`src/rtl/stream_mux_arb_pkg.sv`:
```
// Shared constants and helpers for the stream_mux_arb multiplexer/arbiter slice.
// Exposes the arbitration mode encodings and a clog2 used to validate SelBits.
package stream_mux_arb_pkg;

  localparam int ARB_MODE_SELECT = 0;
  localparam int ARB_MODE_RR     = 1;

  function automatic int clog2_f(input int n);
    int r;
    r = 0;
    while ((1 << r) < n) r++;
    return r;
  endfunction

endpackage

```
`src/rtl/stream_mux_arb_if.sv`:
```
// Handshake bundle between N producers and one consumer of stream_mux_arb.
// Channel i of In_Data occupies bits [i*NrOfBits +: NrOfBits].
interface stream_mux_arb_if #(
  parameter int NrOfBits   = 32,
  parameter int NrOfInputs = 4,
  parameter int SelBits    = 2
);
  logic [NrOfInputs-1:0]          In_Valid;
  logic [NrOfInputs*NrOfBits-1:0] In_Data;
  logic [NrOfInputs-1:0]          In_Ready;
  logic                           Out_Valid;
  logic [NrOfBits-1:0]            Out_Data;
  logic [SelBits-1:0]             Out_Src;
  logic                           Out_Ready;

  modport master (
    output In_Valid, In_Data, Out_Ready,
    input  In_Ready, Out_Valid, Out_Data, Out_Src
  );

  modport slave (
    input  In_Valid, In_Data, Out_Ready,
    output In_Ready, Out_Valid, Out_Data, Out_Src
  );
endinterface

```
`src/rtl/stream_mux_arb_rr_arbiter.sv`:
```
// Round-robin arbiter: grants the first requester after the last granted index.
// Last resets to N-1 so that channel 0 is favoured first; wraps modulo N for any N.
module rr_arbiter #(
  parameter int NrOfInputs = 4,
  parameter int SelBits    = 2
) (
  input  logic                  Clock,
  input  logic                  Reset_n,
  input  logic [NrOfInputs-1:0] Req,
  input  logic                  Advance,
  output logic [SelBits-1:0]    Gnt,
  output logic                  GntValid
);

  logic [SelBits-1:0] r_last;
  logic [SelBits:0]   w_cand;

  always_comb begin
    Gnt      = '0;
    GntValid = 1'b0;
    w_cand   = '0;
    for (int k = 1; k <= NrOfInputs; k++) begin
      // Extra bit keeps Last+k from overflowing before the modulo-N fold.
      w_cand = {1'b0, r_last} + (SelBits + 1)'(k);
      if (w_cand >= (SelBits + 1)'(NrOfInputs)) w_cand = w_cand - (SelBits + 1)'(NrOfInputs);
      if (!GntValid && Req[w_cand[SelBits-1:0]]) begin
        Gnt      = w_cand[SelBits-1:0];
        GntValid = 1'b1;
      end
    end
  end

  always_ff @(posedge Clock or negedge Reset_n) begin
    if (!Reset_n) begin
      r_last <= SelBits'(NrOfInputs - 1);
    end else if (Advance) begin
      r_last <= Gnt;
    end
  end

endmodule

```
`src/rtl/stream_mux_arb.sv`:
```
// N-input registered stream multiplexer with explicit-select or round-robin source choice.
// One word of output storage; a consume and a new accept may share a clock edge.
module stream_mux_arb
  import stream_mux_arb_pkg::*;
#(
  parameter int NrOfBits   = 32,
  parameter int NrOfInputs = 4,
  parameter int SelBits    = 2,
  parameter int ArbMode    = 0
) (
  input  logic               Clock,
  input  logic               Reset_n,
  input  logic               Enable,
  input  logic [SelBits-1:0] Sel,
  stream_mux_arb_if.slave    bus
);

  if (SelBits != clog2_f(NrOfInputs)) begin : g_bad_selbits
    $error("stream_mux_arb: SelBits must equal clog2(NrOfInputs)");
  end

  logic                r_out_valid;
  logic [NrOfBits-1:0] r_out_data;
  logic [SelBits-1:0]  r_out_src;

  logic                w_slot_free;
  logic [SelBits-1:0]  w_gnt;
  logic                w_gnt_valid;
  logic                w_accept;
  logic [NrOfBits-1:0] w_sel_data;
  logic [NrOfBits-1:0] w_chan_data [NrOfInputs];
  logic [NrOfInputs-1:0] w_in_ready;

  assign w_slot_free = ~r_out_valid | bus.Out_Ready;

  if (ArbMode == ARB_MODE_RR) begin : g_rr
    logic w_unused_sel;
    assign w_unused_sel = ^Sel;

    rr_arbiter #(
      .NrOfInputs (NrOfInputs),
      .SelBits    (SelBits)
    ) u_rr_arbiter (
      .Clock    (Clock),
      .Reset_n  (Reset_n),
      .Req      (bus.In_Valid),
      .Advance  (w_accept),
      .Gnt      (w_gnt),
      .GntValid (w_gnt_valid)
    );
  end else begin : g_sel
    // Out-of-range select simply yields no grant, so nothing is accepted.
    assign w_gnt       = Sel;
    assign w_gnt_valid = (int'(Sel) < NrOfInputs);
  end

  for (genvar gi = 0; gi < NrOfInputs; gi++) begin : g_chan
    assign w_chan_data[gi] = bus.In_Data[gi*NrOfBits +: NrOfBits];
    // Reset_n gating keeps every ready low while the block is held in reset.
    assign w_in_ready[gi]  = Reset_n & Enable & w_slot_free & w_gnt_valid &
                             (w_gnt == SelBits'(gi));
  end

  always_comb begin
    w_sel_data = '0;
    for (int i = 0; i < NrOfInputs; i++) begin
      if (w_gnt == SelBits'(i)) w_sel_data = w_chan_data[i];
    end
  end

  assign w_accept = |(w_in_ready & bus.In_Valid);

  always_ff @(posedge Clock or negedge Reset_n) begin
    if (!Reset_n) begin
      r_out_valid <= 1'b0;
      r_out_data  <= '0;
      r_out_src   <= '0;
    end else if (w_accept) begin
      r_out_valid <= 1'b1;
      r_out_data  <= w_sel_data;
      r_out_src   <= w_gnt;
    end else if (bus.Out_Ready) begin
      r_out_valid <= 1'b0;
    end
  end

  assign bus.In_Ready  = w_in_ready;
  assign bus.Out_Valid = r_out_valid;
  assign bus.Out_Data  = r_out_data;
  assign bus.Out_Src   = r_out_src;

endmodule

```
`src/flat_wrapper.sv`:
```
// flat-port wrapper written by rule: the top's interface ports become plain ports
module stream_mux_arb_flat import stream_mux_arb_pkg::*;
#(
  parameter int NrOfBits   = 32,
  parameter int NrOfInputs = 4,
  parameter int SelBits    = 2,
  parameter int ArbMode    = 0
)
  (Clock, Reset_n, Enable, Sel, bus_In_Valid, bus_In_Data, bus_Out_Ready, bus_In_Ready, bus_Out_Valid, bus_Out_Data, bus_Out_Src);
  stream_mux_arb_if #(.NrOfBits(NrOfBits), .NrOfInputs(NrOfInputs), .SelBits(SelBits)) bus_i ();
  input  logic Clock;
  input  logic Reset_n;
  input  logic Enable;
  input  logic [SelBits-1:0] Sel;
  input wire logic [$bits(bus_i.In_Valid)-1:0] bus_In_Valid;
  input wire logic [$bits(bus_i.In_Data)-1:0] bus_In_Data;
  input wire logic [$bits(bus_i.Out_Ready)-1:0] bus_Out_Ready;
  output wire logic [$bits(bus_i.In_Ready)-1:0] bus_In_Ready;
  output wire logic [$bits(bus_i.Out_Valid)-1:0] bus_Out_Valid;
  output wire logic [$bits(bus_i.Out_Data)-1:0] bus_Out_Data;
  output wire logic [$bits(bus_i.Out_Src)-1:0] bus_Out_Src;
  assign bus_i.In_Valid = bus_In_Valid;
  assign bus_i.In_Data = bus_In_Data;
  assign bus_i.Out_Ready = bus_Out_Ready;
  assign bus_In_Ready = bus_i.In_Ready;
  assign bus_Out_Valid = bus_i.Out_Valid;
  assign bus_Out_Data = bus_i.Out_Data;
  assign bus_Out_Src = bus_i.Out_Src;
  stream_mux_arb #(.NrOfBits(NrOfBits), .NrOfInputs(NrOfInputs), .SelBits(SelBits), .ArbMode(ArbMode)) u_core (.Clock(Clock), .Reset_n(Reset_n), .Enable(Enable), .Sel(Sel), .bus(bus_i));
endmodule
```
`config.mk`:
```
export PLATFORM = sky130hd
export DESIGN_NAME = stream_mux_arb_flat
export DESIGN_NICKNAME = d
export VERILOG_FILES = /design/src/rtl/stream_mux_arb_pkg.sv /design/src/rtl/stream_mux_arb_if.sv /design/src/rtl/stream_mux_arb_rr_arbiter.sv /design/src/rtl/stream_mux_arb.sv /design/src/flat_wrapper.sv
export SDC_FILE = /design/constraint.sdc
export NUM_CORES = 1
export LEC_CHECK = 0
export ABC_CLOCK_PERIOD_IN_PS = 2110
export BUFFER_PORTS_ARGS = -buffer_cell sky130_fd_sc_hd__buf_2
export CORE_MARGIN = 1.5
export CORE_UTILIZATION = 45
export CTS_CLUSTER_DIAMETER = 200
export DETAILED_ROUTE_END_ITERATION = 8
export HOLD_SLACK_MARGIN = 0.02
export PLACE_DENSITY = 0.85
export REMOVE_ABC_BUFFERS = 1
export SLEW_MARGIN = 20
export SYNTH_ARGS = -nofsm -noshare
export SYNTH_HDL_FRONTEND = slang
export SYNTH_SLANG_ARGS = --single-unit
```
`constraint.sdc`:
```
create_clock -name Clock -period 2.11 [get_ports Clock]
set_input_delay 0.211 -clock Clock [delete_from_list [all_inputs] [get_ports Clock]]
set_output_delay 0.211 -clock Clock [all_outputs]
set_load 0.02 [all_outputs]
```
==> results.cfg <==
[global_route]
antenna_found_initial = 0
grt_max_degree = 39
grt_pass1_vias = 2532
grtUsageTotal_pct = 22.0
overflow = 0
grt_pass1_wl_um = 11100

[cts]
cts.sink_count = 35
cts_buffers = 5
cts.clk_slew.worst_paths_ns = 0.07
hold_buffers = 0
clk_latency_ns = 0.28
cts_resized = 0
clk_path_buf_depth = 2
root_buffer = clkbuf_8
cts_tree = yes
h-tree-depth = 2
cts_setup_buffers = 0

[setup_path]
r2r-start = u_core.bus.Out_Valid
cp.required_ns = 1.90
r2r-end = u_core.bus.Out_Data[13]
crit_path_end_kind = output pin
worstSetupPathType = register to output pin
reg2reg_slack_ns = 0.77
start_kind = register
reg2regPathDepth = 4
worstPathMaxFanout = 17
crit_arrival_ns = 1.56

[finish]
nNetsFinal = 555
multi_input_area_mm2 = 0.00158
diodes = 0
fin_area_mm2 = 0.00375
synthToLayoutAreaGrowth_pct = 38.1
drive_gt1_share_pct = 54.5
fill_cells = 496
seq_area_um2 = 876

[placed_design]
port_buffers = 176
dpl_worst_slack_ns = 0.424
post_dp_cell_area_mm2 = 0.00365
place_hpwl_um = 5500
gp_congestion = 0.799

[timing]
setup_violations = 0
hold_viol = 0
rsz0062_at_grt = no
clock_skew_ns = 0.00329
fin_crit_ns = 1.77
finalCritPeriodShare_pct = 83.7
fmax_mhz = 566
setup_ws_ns = 0.344
finalSetupTns_ns = 0
whs_ns = 0.0158
max-slew-margin-rel_pct = 59.3
tightest_slew_ns = 0.611
finalMaxSlewViolations = 0

[synthesis]
synth_cell_type_count = 30
synth_area_leaders = dfrtp_1 32%, mux2i_1 23%, o221ai_2 17%
avgSynthCellArea_um2 = 10.9
synth_area_mm2 = 0.00272
netlist.area_leader.share_pct = 32.2
synth_cells = 250
ys_seq_area_share_pct = 32.2
yosysWarnings = 0
ys_seq_elements = 35
synth_largest_area_cell = dfrtp_1

[die]
die_h_um = 80.7
dieWidth_um = 80.7
ios = 177
num_rows = 28
start_util_pct = 46.2
dieArea_mm2 = 0.00651
core_area_mm2 = 0.00589

[detailed_routing]
first_pass_iters = 4
drt-initial-drc-count = 102
drtAntennaViolNets = 0
routedWlPerCell_um = 15.0
routed_via_density = 5.42
totalWireLength_um = 7390
vias = 2672
drc_errors = 0

[worst_hold_path]
hold_class = input port to async pin

[power]
p_per_area_mw_per_mm2 = 691
vdd_drop_max_mv = 0.329
power_leakage_uw = 0.00198

[run]
cap_violations = 0

[status]
outcome = complete, no violations
-- critical path, stage by stage, from the launching register on --
cell,delay (ns)
dfrtp_1,0.39
nand2b_1,0.21
buf_4,0.28
nand3_1,0.12
nor2_1,0.10
buf_2,0.17
-- stage by stage --
step	util (%)	instances	total power (uW)
final	63.8	493	2590
after global routing	63.8	493	2760
after CTS	63.8	493	2630
after detailed placement	62.1	485	2080
after global placement	62.1	485	2040
after floorplan	-	224	1630
-- how the worst max path moves through the flow --
stage | from | endpoint | cells past startpoint
final | u_core.bus.Out_Valid | bus_In_Ready[3] | 5
after global routing | u_core.bus.Out_Valid | bus_In_Ready[3] | 5
after CTS | u_core.bus.Out_Valid | bus_In_Ready[3] | 5
after detailed placement | Sel[0] | u_core.bus.Out_Data[12] | 5
after global placement | Sel[0] | u_core.bus.Out_Data[12] | 5
after floorplan | u_core.bus.Out_Valid | u_core.bus.Out_Data[11] | 3
-- sequential cells by signal, summed over array words and instances (netlist names) --
signal and cells:
u_core.bus.Out_Src 2, u_core.bus.Out_Valid 1, u_core.bus.Out_Data 32
-- cell type report --
class	instances	share of cell area (%)
Inverter	33	3.30
Tap cell	75	2.50
Clock buffer	8	2.67
Timing Repair Buffer	186	26.2
Sequential cell	35	23.3
Multi-Input combinational cell	156	42.0
-- metal layers --
metal | track usage, % | routed length [um]
met5 | 0 | 0
met4 | 7.07 | 77
met3 | 3.30 | 489
met2 | 41.9 | 3940
met1 | 24.9 | 2890
-- where the power goes --
| group | switching [uW] | internal, uW | leakage, uW | total (uW) |
|---|---|---|---|---|
| clock | 237 | 298 | 0.0000515 | 535 |
| sequential | 77.1 | 832 | 0.000426 | 909 |
| combinational | 626 | 522 | 0.00150 | 1150 |
| total | 940 | 1650 | 0.00198 | 2590 |
-- logic make-up (layout without fill, tap and decap cells) --
family,count (synthesis),in the layout,share of synthesized area [%]
compound gates,70,70,29.0
flops,35,35,32.2
buf+inv,59,227,9.81
mux,67,67,25.3
simple gates,19,19,3.68
-- cells in the mapped netlist --
cell type  instances
nor2_1             2
a21oi_1            1
nor2b_1            1
and2_1             1
o31ai_1            1
a31o_2             1
o21ai_0            1
o2bb2ai_1          1
nand4_1            2
a31oi_1            2
buf_6              4
nand2b_1           1
nand3b_1           1
clkbuf_1           9
buf_2             12
nor3_1             1
buf_1              1
nand2_1            3
mux4_2             1
nor4_1             2
a2111oi_0          1
o221ai_2          30
mux2i_1           63
dfrtp_1           35
o221ai_1           1
inv_1             33
a31o_1            30
a221o_1            1
mux2_2             3
nand3_1            5
-- placed cells by master, fill, tap and decap left out, types with 5 or more instances in the layout --
cell,synthesis,routed
nand3_1,5,5
a31o_1,30,30
buf_2,12,175
o221ai_2,30,30
buf_4,0,9
inv_1,33,33
mux2i_1,63,63
dfrtp_1,35,35
clkbuf_8,0,7
Note: power is estimated with default switching activity, not from simulation.
